File: config.mk
export PLATFORM = sky130hd
export DESIGN_NAME = lowampa_capture_ctrl_flat
export DESIGN_NICKNAME = d
export VERILOG_FILES = /design/src/rtl/lowampa_capture_ctrl_if.sv /design/src/rtl/lowampa_capture_ctrl.sv /design/src/flat_wrapper.sv
export SDC_FILE = /design/constraint.sdc
export NUM_CORES = 1
export LEC_CHECK = 0
export ABC_AREA = 1
export ABC_CLOCK_PERIOD_IN_PS = 4400
export CAP_MARGIN = 25
export CORE_MARGIN = 3
export CORE_UTILIZATION = 45
export CTS_CLUSTER_SIZE = 16
export DETAILED_ROUTE_END_ITERATION = 7
export GPL_ROUTABILITY_DRIVEN = 0
export GPL_TIMING_DRIVEN = 0
export PLACE_DENSITY = 0.8
export SKIP_LAST_GASP = 1
export SLEW_MARGIN = 5
export SYNTH_ARGS = -nofsm -noshare
export SYNTH_HDL_FRONTEND = slang
export SYNTH_SLANG_ARGS = --single-unit
File: constraint.sdc
create_clock -name aclk -period 4.4 [get_ports aclk]
set_clock_uncertainty 0.05 [all_clocks]
set_input_delay 1.32 -clock aclk [delete_from_list [all_inputs] [get_ports aclk]]
set_output_delay 1.32 -clock aclk [all_outputs]
set_load 0.01 [all_outputs]
File: src/rtl/lowampa_capture_ctrl_if.sv
// Control/status bundle between the capture sequencer and its host.
// master = host/trigger side, slave = lowampa_capture_ctrl.
interface lowampa_capture_ctrl_if #(
    parameter int NBEAMS   = 2,
    parameter int NSRC     = 4,
    parameter int CNT_BITS = 16
);
    localparam int SRC_BITS = $clog2(NSRC);

    // arm_i/abort_i are one-cycle request pulses with no ready: the sequencer
    // samples them on every aclk edge. capture_waiting_i is a level that the
    // sequencer watches in WAIT. Every output is registered.
    logic                arm_i;
    logic                abort_i;
    logic                auto_rearm_i;
    logic [CNT_BITS-1:0] pre_len_i;
    logic [CNT_BITS-1:0] post_len_i;
    logic [CNT_BITS-1:0] holdoff_len_i;
    logic [SRC_BITS-1:0] src_sel_i;
    logic [NBEAMS-1:0]   trig_i;
    logic                capture_waiting_i;
    logic                capture_enable_o;
    logic                trig_o;
    logic [NBEAMS-1:0]   trig_beam_o;
    logic [31:0]         trig_count_o;
    logic [SRC_BITS-1:0] src_sel_o;
    logic [2:0]          state_o;

    modport master (
        output arm_i, abort_i, auto_rearm_i, pre_len_i, post_len_i, holdoff_len_i,
               src_sel_i, trig_i, capture_waiting_i,
        input  capture_enable_o, trig_o, trig_beam_o, trig_count_o, src_sel_o, state_o
    );

    modport slave (
        input  arm_i, abort_i, auto_rearm_i, pre_len_i, post_len_i, holdoff_len_i,
               src_sel_i, trig_i, capture_waiting_i,
        output capture_enable_o, trig_o, trig_beam_o, trig_count_o, src_sel_o, state_o
    );
endinterface

File: src/rtl/lowampa_capture_ctrl.sv
// Capture sequencer: arm, pretrigger dwell, post window, readout wait, holdoff.
// Define LOWAMPA_SRC_ROTATE_EN to rotate the buffer source after every capture.
module lowampa_capture_ctrl #(
    parameter int NBEAMS   = 2,
    parameter int NSRC     = 4,
    parameter int CNT_BITS = 16
) (
    input logic                   aclk,
    input logic                   reset_i,
    lowampa_capture_ctrl_if.slave bus
);
    localparam int SRC_BITS = $clog2(NSRC);
    localparam logic [CNT_BITS:0] ONE_W = (CNT_BITS+1)'(1);

    typedef enum logic [2:0] {
        S_IDLE    = 3'd0,
        S_ARMED   = 3'd1,
        S_POST    = 3'd2,
        S_WAIT    = 3'd3,
        S_HOLDOFF = 3'd4
    } state_t;

    state_t              state_q, state_d;
    logic [CNT_BITS-1:0] cnt_q, cnt_d;
    logic [CNT_BITS-1:0] pre_len_q, pre_len_d;
    logic [CNT_BITS-1:0] post_len_q, post_len_d;
    logic [CNT_BITS-1:0] hold_len_q, hold_len_d;
    logic [SRC_BITS-1:0] src_q, src_d;
    logic                cap_en_q, cap_en_d;
    logic                trig_q, trig_d;
    logic [NBEAMS-1:0]   beam_q, beam_d;
    logic [31:0]         count_q, count_d;
    logic [CNT_BITS:0]   cnt_inc;
    logic                pre_ok, post_last, hold_last;

    // One shared counter serves pre, post and holdoff; it restarts on every entry.
    assign cnt_inc   = {1'b0, cnt_q} + ONE_W;
    assign pre_ok    = (cnt_q >= pre_len_q);
    assign post_last = (cnt_inc >= {1'b0, post_len_q});
    assign hold_last = (cnt_inc >= {1'b0, hold_len_q});

    always_ff @(posedge aclk or posedge reset_i) begin
        if (reset_i) begin
            state_q    <= S_IDLE;
            cnt_q      <= '0;
            pre_len_q  <= '0;
            post_len_q <= '0;
            hold_len_q <= '0;
            src_q      <= '0;
            cap_en_q   <= 1'b0;
            trig_q     <= 1'b0;
            beam_q     <= '0;
            count_q    <= '0;
        end else begin
            state_q    <= state_d;
            cnt_q      <= cnt_d;
            pre_len_q  <= pre_len_d;
            post_len_q <= post_len_d;
            hold_len_q <= hold_len_d;
            src_q      <= src_d;
            cap_en_q   <= cap_en_d;
            trig_q     <= trig_d;
            beam_q     <= beam_d;
            count_q    <= count_d;
        end
    end

    always_comb begin
        state_d    = state_q;
        cnt_d      = cnt_q;
        pre_len_d  = pre_len_q;
        post_len_d = post_len_q;
        hold_len_d = hold_len_q;
        src_d      = src_q;
        cap_en_d   = cap_en_q;
        trig_d     = 1'b0;
        beam_d     = beam_q;
        count_d    = count_q;

        if (bus.abort_i) begin
            state_d  = S_IDLE;
            cap_en_d = 1'b0;
        end else begin
            case (state_q)
                S_IDLE: begin
                    if (bus.arm_i) begin
                        state_d    = S_ARMED;
                        cnt_d      = '0;
                        cap_en_d   = 1'b1;
                        pre_len_d  = bus.pre_len_i;
                        post_len_d = bus.post_len_i;
                        hold_len_d = bus.holdoff_len_i;
                        src_d      = bus.src_sel_i;
                    end
                end
                S_ARMED: begin
                    cap_en_d = 1'b1;
                    if ((bus.trig_i != '0) && pre_ok) begin
                        state_d = S_POST;
                        cnt_d   = '0;
                        trig_d  = 1'b1;
                        beam_d  = bus.trig_i;
                        if (count_q != '1) count_d = count_q + 32'd1;
                    end else if (cnt_q != '1) begin
                        cnt_d = cnt_inc[CNT_BITS-1:0];
                    end
                end
                S_POST: begin
                    // post_len of 0 still yields a single POST cycle.
                    if (post_last) begin
                        state_d  = S_WAIT;
                        cap_en_d = 1'b0;
`ifdef LOWAMPA_SRC_ROTATE_EN
                        src_d = (src_q == SRC_BITS'(NSRC-1)) ? '0 : src_q + SRC_BITS'(1);
`endif
                    end else begin
                        cnt_d = cnt_inc[CNT_BITS-1:0];
                    end
                end
                S_WAIT: begin
                    if (!bus.capture_waiting_i) begin
                        cnt_d = '0;
                        if (hold_len_q != '0) begin
                            state_d = S_HOLDOFF;
                        end else begin
                            state_d  = bus.auto_rearm_i ? S_ARMED : S_IDLE;
                            cap_en_d = bus.auto_rearm_i;
                        end
                    end
                end
                S_HOLDOFF: begin
                    if (hold_last) begin
                        cnt_d    = '0;
                        state_d  = bus.auto_rearm_i ? S_ARMED : S_IDLE;
                        cap_en_d = bus.auto_rearm_i;
                    end else begin
                        cnt_d = cnt_inc[CNT_BITS-1:0];
                    end
                end
                default: begin
                    state_d  = S_IDLE;
                    cap_en_d = 1'b0;
                end
            endcase
        end
    end

    assign bus.capture_enable_o = cap_en_q;
    assign bus.trig_o           = trig_q;
    assign bus.trig_beam_o      = beam_q;
    assign bus.trig_count_o     = count_q;
    assign bus.src_sel_o        = src_q;
    assign bus.state_o          = state_q;
endmodule

File: src/flat_wrapper.sv
// flat-port wrapper written by rule: the top's interface ports become plain ports
module lowampa_capture_ctrl_flat 
#(
    parameter int NBEAMS   = 2,
    parameter int NSRC     = 4,
    parameter int CNT_BITS = 16
)
  (aclk, reset_i, bus_arm_i, bus_abort_i, bus_auto_rearm_i, bus_pre_len_i, bus_post_len_i, bus_holdoff_len_i, bus_src_sel_i, bus_trig_i, bus_capture_waiting_i, bus_capture_enable_o, bus_trig_o, bus_trig_beam_o, bus_trig_count_o, bus_src_sel_o, bus_state_o);
  lowampa_capture_ctrl_if #(.NBEAMS(NBEAMS), .NSRC(NSRC), .CNT_BITS(CNT_BITS)) bus_i ();
  input logic aclk;
  input logic reset_i;
  input wire logic [$bits(bus_i.arm_i)-1:0] bus_arm_i;
  input wire logic [$bits(bus_i.abort_i)-1:0] bus_abort_i;
  input wire logic [$bits(bus_i.auto_rearm_i)-1:0] bus_auto_rearm_i;
  input wire logic [$bits(bus_i.pre_len_i)-1:0] bus_pre_len_i;
  input wire logic [$bits(bus_i.post_len_i)-1:0] bus_post_len_i;
  input wire logic [$bits(bus_i.holdoff_len_i)-1:0] bus_holdoff_len_i;
  input wire logic [$bits(bus_i.src_sel_i)-1:0] bus_src_sel_i;
  input wire logic [$bits(bus_i.trig_i)-1:0] bus_trig_i;
  input wire logic [$bits(bus_i.capture_waiting_i)-1:0] bus_capture_waiting_i;
  output wire logic [$bits(bus_i.capture_enable_o)-1:0] bus_capture_enable_o;
  output wire logic [$bits(bus_i.trig_o)-1:0] bus_trig_o;
  output wire logic [$bits(bus_i.trig_beam_o)-1:0] bus_trig_beam_o;
  output wire logic [$bits(bus_i.trig_count_o)-1:0] bus_trig_count_o;
  output wire logic [$bits(bus_i.src_sel_o)-1:0] bus_src_sel_o;
  output wire logic [$bits(bus_i.state_o)-1:0] bus_state_o;
  assign bus_i.arm_i = bus_arm_i;
  assign bus_i.abort_i = bus_abort_i;
  assign bus_i.auto_rearm_i = bus_auto_rearm_i;
  assign bus_i.pre_len_i = bus_pre_len_i;
  assign bus_i.post_len_i = bus_post_len_i;
  assign bus_i.holdoff_len_i = bus_holdoff_len_i;
  assign bus_i.src_sel_i = bus_src_sel_i;
  assign bus_i.trig_i = bus_trig_i;
  assign bus_i.capture_waiting_i = bus_capture_waiting_i;
  assign bus_capture_enable_o = bus_i.capture_enable_o;
  assign bus_trig_o = bus_i.trig_o;
  assign bus_trig_beam_o = bus_i.trig_beam_o;
  assign bus_trig_count_o = bus_i.trig_count_o;
  assign bus_src_sel_o = bus_i.src_sel_o;
  assign bus_state_o = bus_i.state_o;
  lowampa_capture_ctrl #(.NBEAMS(NBEAMS), .NSRC(NSRC), .CNT_BITS(CNT_BITS)) u_core (.aclk(aclk), .reset_i(reset_i), .bus(bus_i));
endmodule
After elaboration in Yosys (flattened, before gate mapping) --
Cells that the tools add are included.
Cells by class: add/sub/neg operators 2, magnitude comparators 3, equality and inequality tests 16, multiplexer cells 26, bitwise operators 1, reductions and logical operators 11
Operators by type and width (number):
- two-way mux 16 bit | 6
- case mux 16 bit (5 select lines) | 1
- >= comparator 17 x 16 -> 1 bit | 2
- adder 32 x 1 -> 32 bit, second input constant | 1
- != test 32 bit, second input constant | 1
- two-way mux 3 bit | 7
- adder 16 x 1 -> 17 bit, second input constant | 1
- >= comparator 16 bit | 1
- != test 16 bit, second input constant | 1
- nonzero test 16 bit | 1
- case mux 3 bit (5 select lines) | 1
- two-way mux 1 bit | 10
- AND reduction 5 bit | 2
- != test 3 x 2 -> 1 bit, second input constant | 3
- != test 3 bit, second input constant | 3
- equality test 3 x 2 -> 1 bit, second input constant | 2
- != test 2 bit, second input constant | 3
- AND reduction 3 bit | 2
- AND reduction 6 bit | 1
- case mux 1 bit (5 select lines) | 1
- nonzero test 5 bit | 1
- AND reduction 4 bit | 1
- equality test 3 x 1 -> 1 bit, second input constant | 1
- equality test 3 bit, second input constant | 1
- other kinds (5) | 5
Storage, ports and cells: register bits 105, input port bits 58, output and inout port bits 41, logic and storage cells 69

Logic depth before layout (Yosys ltp) --
Gate-level depths: netlist of the first run.
depth in word-level cells 5, mapped depth 22

Worst setup path after synthesis of the first run --
OpenSTA, ideal clock, no wires.
path type reg2reg, start reg u_core.cnt_q[0], end reg u_core.cnt_q[5], arrival 2686 ps, data required time 4232 ps, slack 1546 ps, stages on the path, launching flop included 22, path buffers 1, period minus slack after synthesis 2854 ps, path through dfrtp_1 > ha_1 > nand3_2 > nor2_4 > nand2_2 > nor3_4 > nand4_1 > xor2_1 > inv_1 > ha_1 > nand2_1 > nor2_1 > nand3_1 > nor2_1 > nor2_1 > nand3_1 > nand2_1 > nand2_1 > nand3_2 > buf_4 > nand3_1 > nand2_1
On the way: longest elaborated chain between the ends 4, elaborated cells on any way between the ends 14, classes of those cells 1 x add/sub; 3 x order compare; 3 x eq/ne; 5 x mux; 2 x reduce/logical
Ends and longest elaborated chain:
- from (decl) | line lowampa_capture_ctrl.sv:24 | logic [CNT_BITS-1:0] cnt_q, cnt_d;
- from (signal assigned) | line lowampa_capture_ctrl.sv:56 | cnt_q <= cnt_d;
- adder 16 x 1 -> 17 bit / >= comparator 16 bit (equally long branches) | line lowampa_capture_ctrl.sv:37, lowampa_capture_ctrl.sv:38
- >= comparator 17 x 16 -> 1 bit, or another cell as far along | line lowampa_capture_ctrl.sv:40 | assign hold_last = (cnt_inc >= {1'b0, hold_len_q});
- two-way mux 16 bit, or another cell as far along | line lowampa_capture_ctrl.sv:132 | if (hold_last) begin
- case mux 16 bit (5 select lines) / AND reduction 6 bit (equally long branches)
Parallel ways exist; a longest one is shown, timed or not. The select of a mux whose other input is x is not followed. A chain may end at the register's enable or synchronous reset.

Final worst setup path of the first run --
start reg u_core.cnt_q[0], end reg u_core.cnt_q[15]
Same word-level chain as after synthesis.

==> impl_metrics.csv, run 1 <==
group,metric,value,unit
clock_tree,cts_sinks,105,
detailed_routing,vias_per_cell,5.119,
clock_tree,cts.clk_slew.worst_paths,0.07,ns
sta,timing.final.ws_setup,0.8383,ns
worst_setup_path,crit_cells,21,
placed_design,numPortBuffers,98,
clock_tree,cts-resized-gates,0,
worst_hold_path,hp-start,"u_core.bus.capture_enable_o",
final_layout,final_common_cell,"nand2_1",
placed_design,dpl_cell_area,0.007820,sq mm
synthesis,syn_inst,853,
worst_setup_path,crit_family,"simple AND/OR/NAND/NOR gates",
worst_setup_path,cp-start-kind,"flip-flop",
grt,antenna_found_initial,0,
clock_tree,clock_path_buffers,2,
floorplan,core.rowCount,43,
worst_setup_path,critical_path.startpoint,"u_core.cnt_q[0]",
grt,met1_usage,0.2923,
synthesis,ys.flop_type,"dfrtp_1",
worst_setup_path,reg2reg_setup_slack,0.84,ns
floorplan,die_height,127.0,um
floorplan,die_w,127.0,um
worst_hold_path,min_to,"u_core.bus.capture_enable_o",
sta,max_slew.worst_pin.slew,0.7467,ns
worst_setup_path,cp_slowest_cell,"dfrtp_1",
synthesis,netlist_top_cells_area,"dfrtp_1, nand2_1, ha_1",
grt,grt_pass1_vias,5509,
detailed_routing,drt_first_pass_iters,5,
worst_setup_path,path_max_fanout,10,
pwr,power_density,390.6,mW/mm^2
worst_setup_path,worstSetupPathType,"flip-flop to flip-flop",
detailed_routing,detail_route.wl_per_cell,14.41,um
synthesis,syn_nets,961,
grt,grt_busiest_layer,"met2",
floorplan,start_util,0.4671,
worst_setup_path,cp.arrival,3.80,ns
placed_design,place_ws,0.9525,ns
grt,grt_pass1_wl,26820,um
pwr,ir_drop,0.2356,mV
final_layout,layout_common_cells,"nand2_1, dfrtp_1, inv_1, clkdlybuf4s50_1, nor2_1",
detailed_routing,vias,5877,
synthesis,avgSynthCellArea,7.718,sq um
synthesis,yosys.area.top_type,"dfrtp_1",
worst_hold_path,min_path_type,"flip-flop to flip-flop",
detailed_routing,routed_wl,16540,um
sta,maxSlewHeadroom,0.5022,
run,cap_viol_max_count,0,
final_layout,n_antenna_cell,0,
sta,setup_viol,0,
detailed_routing,ant_nets,0,
final_layout,drive_gt1_frac,0.07025,
floorplan,dieArea,0.01612,sq mm
sta,slew_viol_final,0,
synthesis,synth.cell_area,0.006584,sq mm
synthesis,synth_top_area_frac,0.3991,
grt,grt_use_met2,0.3238,
clock_tree,tritoncts.num_buffers,9,
worst_setup_path,path_cells,"ha_1 -> nand3_2 -> nor2_4 -> nand2_2 -> nor3_4 -> xor2_1 -> ha_1 -> nand2_1 -> inv_1 -> nand2_1 -> nor2_1 -> nand2_1 -> nand2_1 -> a21oi_1 -> nand3_1 -> nand2_1 -> nand2_2 -> nor2_4 -> buf_6 -> nand3_1 -> nand2_1",
worst_setup_path,cp-end-kind,"flip-flop",
pwr,total_power,3.176,mW
clock_tree,clockRootBuffer,"clkbuf_16",
worst_setup_path,r2r_end,"u_core.cnt_q[15]",
worst_setup_path,crit_buf_inv,2,
floorplan,ios,99,
synthesis,synth_warnings,0,
detailed_routing,drtIter0Drc,386,
placed_design,dpl.hpwl,12890,um
clock_tree,cts_tree,"yes",
sta,rsz0062_at_grt,"false",
synthesis,synthArstFlopShare,1.000,
sta,hold_viol,0,
run_status,status,"complete, no violations",
grt,grt.met3_usage,0.03242,
synthesis,ys_seq_area_frac,0.3991,
synthesis,synth_seq_cells,105,
clock_tree,holdBufCountCts,0,
final_layout,design_area,0.008133,sq mm
worst_hold_path,whs_path_depth,2,
detailed_routing,drc_errors,0,
worst_setup_path,reg2reg_depth,21,
sta,fmax,0.2808,GHz
worst_setup_path,r2r-start,"u_core.cnt_q[0]",
clock_tree,postCtsSetupRepairBufs,0,
clock_tree,clk_latency,0.36,ns
grt,grt_overflow,0,
worst_setup_path,critPathMostFrequentCell,"nand2_1",
grt,grt_max_degree,60,
pwr,cellLeakagePower,4.162,nW
clock_tree,h-tree-depth,3,
final_layout,nets,1071,
worst_setup_path,max_stage_delay,0.49,ns
floorplan,core,0.01410,sq mm
final_layout,postLayoutCoreUtil,0.5770,
sta,timing.final.crit_share,0.8095,
final_layout,syn_to_final_growth,23.53,%
grt,gr-usage-all-layers,0.2088,
synthesis,ys_types,38,
worst_setup_path,required,4.64,ns
synthesis,synth_edf_count,0,
sta,period_minus_slack,3.562,ns
per-layer routing:
metal / wire length, um / up-vias
met4: 399 / 0
li1: - / 2955
met5: 0 / -
met2: 7450 / 189
met1: 7675 / 2701
met3: 1016 / 32
logic make-up (layout without fill, tap and decap cells):
logic type / count (synthesis) / count (layout) / synth area share
flops: 105 / 105 / 0.3991
buf+inv: 130 / 245 / 0.08324
xor+xnor: 39 / 39 / 0.05302
simple gates: 435 / 435 / 0.2887
compound gates: 89 / 89 / 0.07241
fa+ha+maj: 50 / 50 / 0.09502
mux: 5 / 5 / 0.008551
Yosys cell counts (all sizes together) (2+ instances only):
cell type,number
buf,15
nor4,8
nand3b,3
xnor2,11
nor2,105
mux2,5
a21oi,63
xor2,28
a21o,4
nand2,238
nand4,13
inv,110
nor3,20
o21bai,2
nand3,47
dfrtp,105
clkbuf,5
o21ai,17
ha,50
state kept, by name, indices dropped and copies added, names as in the netlist:
register and count:
u_core.bus.capture_enable_o 1, u_core.bus.src_sel_o 2, u_core.bus.state_o 3, u_core.bus.trig_beam_o 2, u_core.bus.trig_count_o 32, u_core.bus.trig_o 1
u_core.cnt_q 16, u_core.hold_len_q 16, u_core.post_len_q 16, u_core.pre_len_q 16
where the power goes:
part	switching [mW]	internal [mW]	total, mW
Clock	0.370	0.478	0.848
Combinational	0.637	0.404	1.04
Sequential	0.0892	1.20	1.29
per-stage QoR:
step	hold WS (ns)	std cells	TNS [ns]
2_1_floorplan	0.4345	853	0
3_3_place_gp	0.4115	1131	-134.84
3_5_place_dp	0.4173	1132	0
4_1_cts	0.4318	1148	0
5_1_grt	0.4576	1148	0
6_report	0.4272	1148	0
worst max path at each step:
stage                                        endpoint  slack (ns)
after global routing                  u_core.cnt_q[8]        0.62
after global placement        u_core.bus.src_sel_o[1]       -1.29
final                                u_core.cnt_q[15]        0.84
after floorplan           u_core.bus.capture_enable_o        0.27
after CTS                            u_core.cnt_q[15]        0.91
after detailed placement             u_core.cnt_q[15]        0.95
worst reg2reg max path: cells and delay by family, from the launching register on:
kind | cells | cell delay [ns]
adder cells (fa/ha/maj) | 2 | 0.57
buffers and inverters | 2 | 0.19
flip-flops | 1 | 0.49
AO/OA/AOI/OAI | 1 | 0.25
AND/OR/NAND/NOR | 15 | 1.58
XOR/XNOR | 1 | 0.37
final cells by class:
cell class | count | area, sq um
plain buffers | 20 | 135.1
multi-input cells | 618 | 3408
flip-flops and latches | 105 | 2628
repair buffers | 99 | 1008
clock inverters | 4 | 56.30
well taps | 180 | 225.2
fillers | 1291 | 5963
inverters | 110 | 415.4
clock buffers | 12 | 256.5
(Power assumes the default switching activity.)
==> run 2, diff against run 1 <==
--- a/config.mk
+++ b/config.mk
@@ -6,7 +6,7 @@
 export NUM_CORES = 1
 export LEC_CHECK = 0
 export ABC_AREA = 1
-export ABC_CLOCK_PERIOD_IN_PS = 4400
+export ABC_CLOCK_PERIOD_IN_PS = 3100
 export CAP_MARGIN = 25
 export CORE_MARGIN = 3
 export CORE_UTILIZATION = 45
@@ -14,7 +14,7 @@
 export DETAILED_ROUTE_END_ITERATION = 7
 export GPL_ROUTABILITY_DRIVEN = 0
 export GPL_TIMING_DRIVEN = 0
-export PLACE_DENSITY = 0.8
+export PLACE_DENSITY = 0.83
 export SKIP_LAST_GASP = 1
 export SLEW_MARGIN = 5
 export SYNTH_ARGS = -nofsm -noshare
==> constraint.sdc (replaced) <==
create_clock -name aclk -period 3.1 [get_ports aclk]
set_clock_uncertainty 0.05 [all_clocks]
set_input_delay 0.93 -clock aclk [delete_from_list [all_inputs] [get_ports aclk]]
set_output_delay 0.93 -clock aclk [all_outputs]
set_load 0.01 [all_outputs]
==> run 2 against run 1 <==
Net effect:
- the flow now finishes with violations (setup timing)
- setup slack lost 1.1 ns
- power grew 46%
- routed wire length grew 7.3%
- cell area grew 5.7%
- largest cell class unchanged
==> impl_metrics.csv, run 2 (synthesized netlist as in run 1, its figures left out) <==
group,metric,value,unit
pwr,ir_drop,0.2739,mV
worst_hold_path,whs_path_depth,2,
sta,setup_viol,19,
worst_setup_path,cp.arrival,3.57,ns
worst_hold_path,min_path_type,"flip-flop to flip-flop",
worst_setup_path,worstSetupPathType,"flip-flop to flip-flop",
pwr,cellLeakagePower,4.323,nW
sta,hold_viol,0,
detailed_routing,drtIter0Drc,511,
clock_tree,clock_path_buffers,2,
worst_setup_path,reg2reg_setup_slack,-0.22,ns
clock_tree,tritoncts.num_buffers,9,
grt,grt_busiest_layer,"met2",
floorplan,start_util,0.4671,
detailed_routing,drc_errors,0,
final_layout,largest_reg_flops,32,
grt,grt_max_degree,41,
final_layout,drive_gt1_frac,0.1357,
worst_setup_path,cp-end-kind,"flip-flop",
worst_hold_path,min_to,"u_core.bus.trig_beam_o[0]",
worst_setup_path,r2r_end,"u_core.cnt_q[2]",
run_status,status,"finished, violations left",
grt,gr-usage-all-layers,0.2088,
grt,grt_overflow,0,
sta,max_slew.worst_pin.slew,0.7384,ns
final_layout,design_area,0.008594,sq mm
placed_design,dpl_cell_area,0.007834,sq mm
run,cap_viol_max_count,0,
sta,holdWs,0.4404,ns
placed_design,dpl.hpwl,12760,um
sta,slew_viol_final,0,
worst_setup_path,required,3.34,ns
worst_setup_path,path_cells,"buf_6 -> nand3_4 -> nor3_4 -> inv_2 -> nor2_4 -> nand4_1 -> nor2_2 -> xor2_2 -> ha_1 -> inv_1 -> o21bai_1 -> a21oi_2 -> nand3_1 -> nand2_2 -> nand2_2 -> nor2_4 -> buf_6 -> nand3_1 -> nand2_1",
grt,grt_use_met2,0.3197,
grt,grt_pass1_vias,5623,
detailed_routing,vias_per_cell,5.221,
floorplan,die_height,127.0,um
detailed_routing,drt_first_pass_iters,6,
floorplan,core.rowCount,43,
grt,antenna_found_initial,0,
worst_setup_path,crit_cells,19,
sta,maxSlewHeadroom,0.5067,
final_layout,n_fill_cell,1197,
worst_setup_path,path_max_fanout,5,
clock_tree,cts_tree,"yes",
grt,grt.met3_usage,0.04253,
clock_tree,cts.clk_slew.worst_paths,0.07,ns
sta,period_minus_slack,3.322,ns
worst_setup_path,cp_slowest_cell,"dfrtp_1",
final_layout,n_antenna_cell,0,
placed_design,place_ws,-0.2082,ns
worst_setup_path,max_stage_delay,0.45,ns
final_layout,layout_common_cells,"nand2_1, dfrtp_1, inv_1, clkdlybuf4s50_1, nor2_1",
final_layout,nets,1098,
worst_setup_path,reg2reg_depth,19,
detailed_routing,detail_route.wl_per_cell,15.10,um
placed_design,place_inst,1133,
worst_setup_path,crit_buf_inv,4,
worst_setup_path,cp-start-kind,"flip-flop",
pwr,power_density,540.1,mW/mm^2
sta,fmax,0.3011,GHz
sta,timing.final.ws_setup,-0.2216,ns
clock_tree,clockRootBuffer,"clkbuf_16",
clock_tree,h-tree-depth,3,
worst_hold_path,hp-start,"u_core.bus.trig_beam_o[0]",
worst_setup_path,r2r-start,"u_core.cnt_q[1]",
floorplan,ios,99,
placed_design,numPortBuffers,98,
detailed_routing,ant_nets,0,
final_layout,syn_to_final_growth,30.54,%
floorplan,die_w,127.0,um
sta,rsz0062_at_grt,"true",
grt,met1_usage,0.2930,
floorplan,dieArea,0.01612,sq mm
grt,grt_pass1_wl,27100,um
worst_setup_path,crit_family,"simple AND/OR/NAND/NOR gates",
clock_tree,clk_latency,0.36,ns
detailed_routing,routed_wl,17750,um
run_status,violations,"setup timing",
final_layout,fin_cells,1175,
sta,timing.final.crit_share,1.071,
detailed_routing,vias,6135,
clock_tree,cts_sinks,105,
floorplan,core,0.01410,sq mm
final_layout,final_common_cell,"nand2_1",
## run 2: changes by cell type in the layout (fill, tap and decap cells not counted), moves of 5 or more
cell / change
nand2_2: +6
buf_6: +7
nand2_1: -9
xor2_1: -5
buf_4: +19
nand3_1: -8
## run 2: final cells by class
class,instances,area [sq um],share of cell area
Timing Repair Buffer,126,1239,0.1441
Buffer,20,138.9,0.01616
Multi-Input combinational cell,618,3670,0.4270
Clock inverter,5,40.04,0.004659
Tap cell,180,225.2,0.02620
Inverter,110,416.7,0.04848
Clock buffer,11,232.7,0.02708
Sequential cell,105,2633,0.3063
## run 2: report_power, final
group / internal (mW) / switching [mW]
Clock: 0.550 / 0.525
Sequential: 1.70 / 0.130
Combinational: 0.723 / 1.01
Total: 2.98 / 1.67
## run 2: worst max path at each step
stage,start,to,slack (ns)
2_1_floorplan,u_core.cnt_q[0],u_core.cnt_q[5],0.25
3_3_place_gp,reset_i,u_core.pre_len_q[7],-0.18
3_5_place_dp,u_core.cnt_q[0],u_core.cnt_q[9],-0.21
4_1_cts,u_core.cnt_q[1],u_core.bus.state_o[1],0.001
5_1_grt,u_core.cnt_q[1],u_core.cnt_q[2],-0.36
6_report,u_core.cnt_q[1],u_core.cnt_q[2],-0.22
## run 2: metrics by stage
| step | power (mW) | setup TNS [ns] | utilization |
|---|---|---|---|
| final | 4.642 | -3.017 | 0.6097 |
| after detailed placement | 3.305 | -3.156 | 0.5557 |
| after global routing | 4.957 | -6.151 | 0.6097 |
| after floorplan | 2.852 | 0 | - |
| after global placement | 3.225 | -20.45 | 0.5529 |
| after CTS | 4.443 | 0 | 0.5833 |
## run 2: metal layers
metal,vias to the layer above,routed length (um)
met2,238,8039
met4,0,536
met3,42,1173
li1,3003,-
met5,-,0
met1,2852,7997
## run 2: worst reg2reg max path, stage by stage, from the launching register on
cell	delay [ns]
dfrtp_1	0.45
buf_6	0.14
nand3_4	0.07
nor3_4	0.24
inv_2	0.07
nor2_4	0.14
nand4_1	0.21
nor2_2	0.25
xor2_2	0.26
ha_1	0.30
inv_1	0.06
o21bai_1	0.08
a21oi_2	0.14
nand3_1	0.11
nand2_2	0.11
nand2_2	0.07
nor2_4	0.19
buf_6	0.16
nand3_1	0.08
nand2_1	0.08
## run 2: timing repair
action                     4_1_cts  5_1_grt
cloned                           0        2
resized for setup               10       52
setup buffers                    9       16
hold buffers                     0        0
setup endpoints to repair       20       20
pin swaps                        3       27
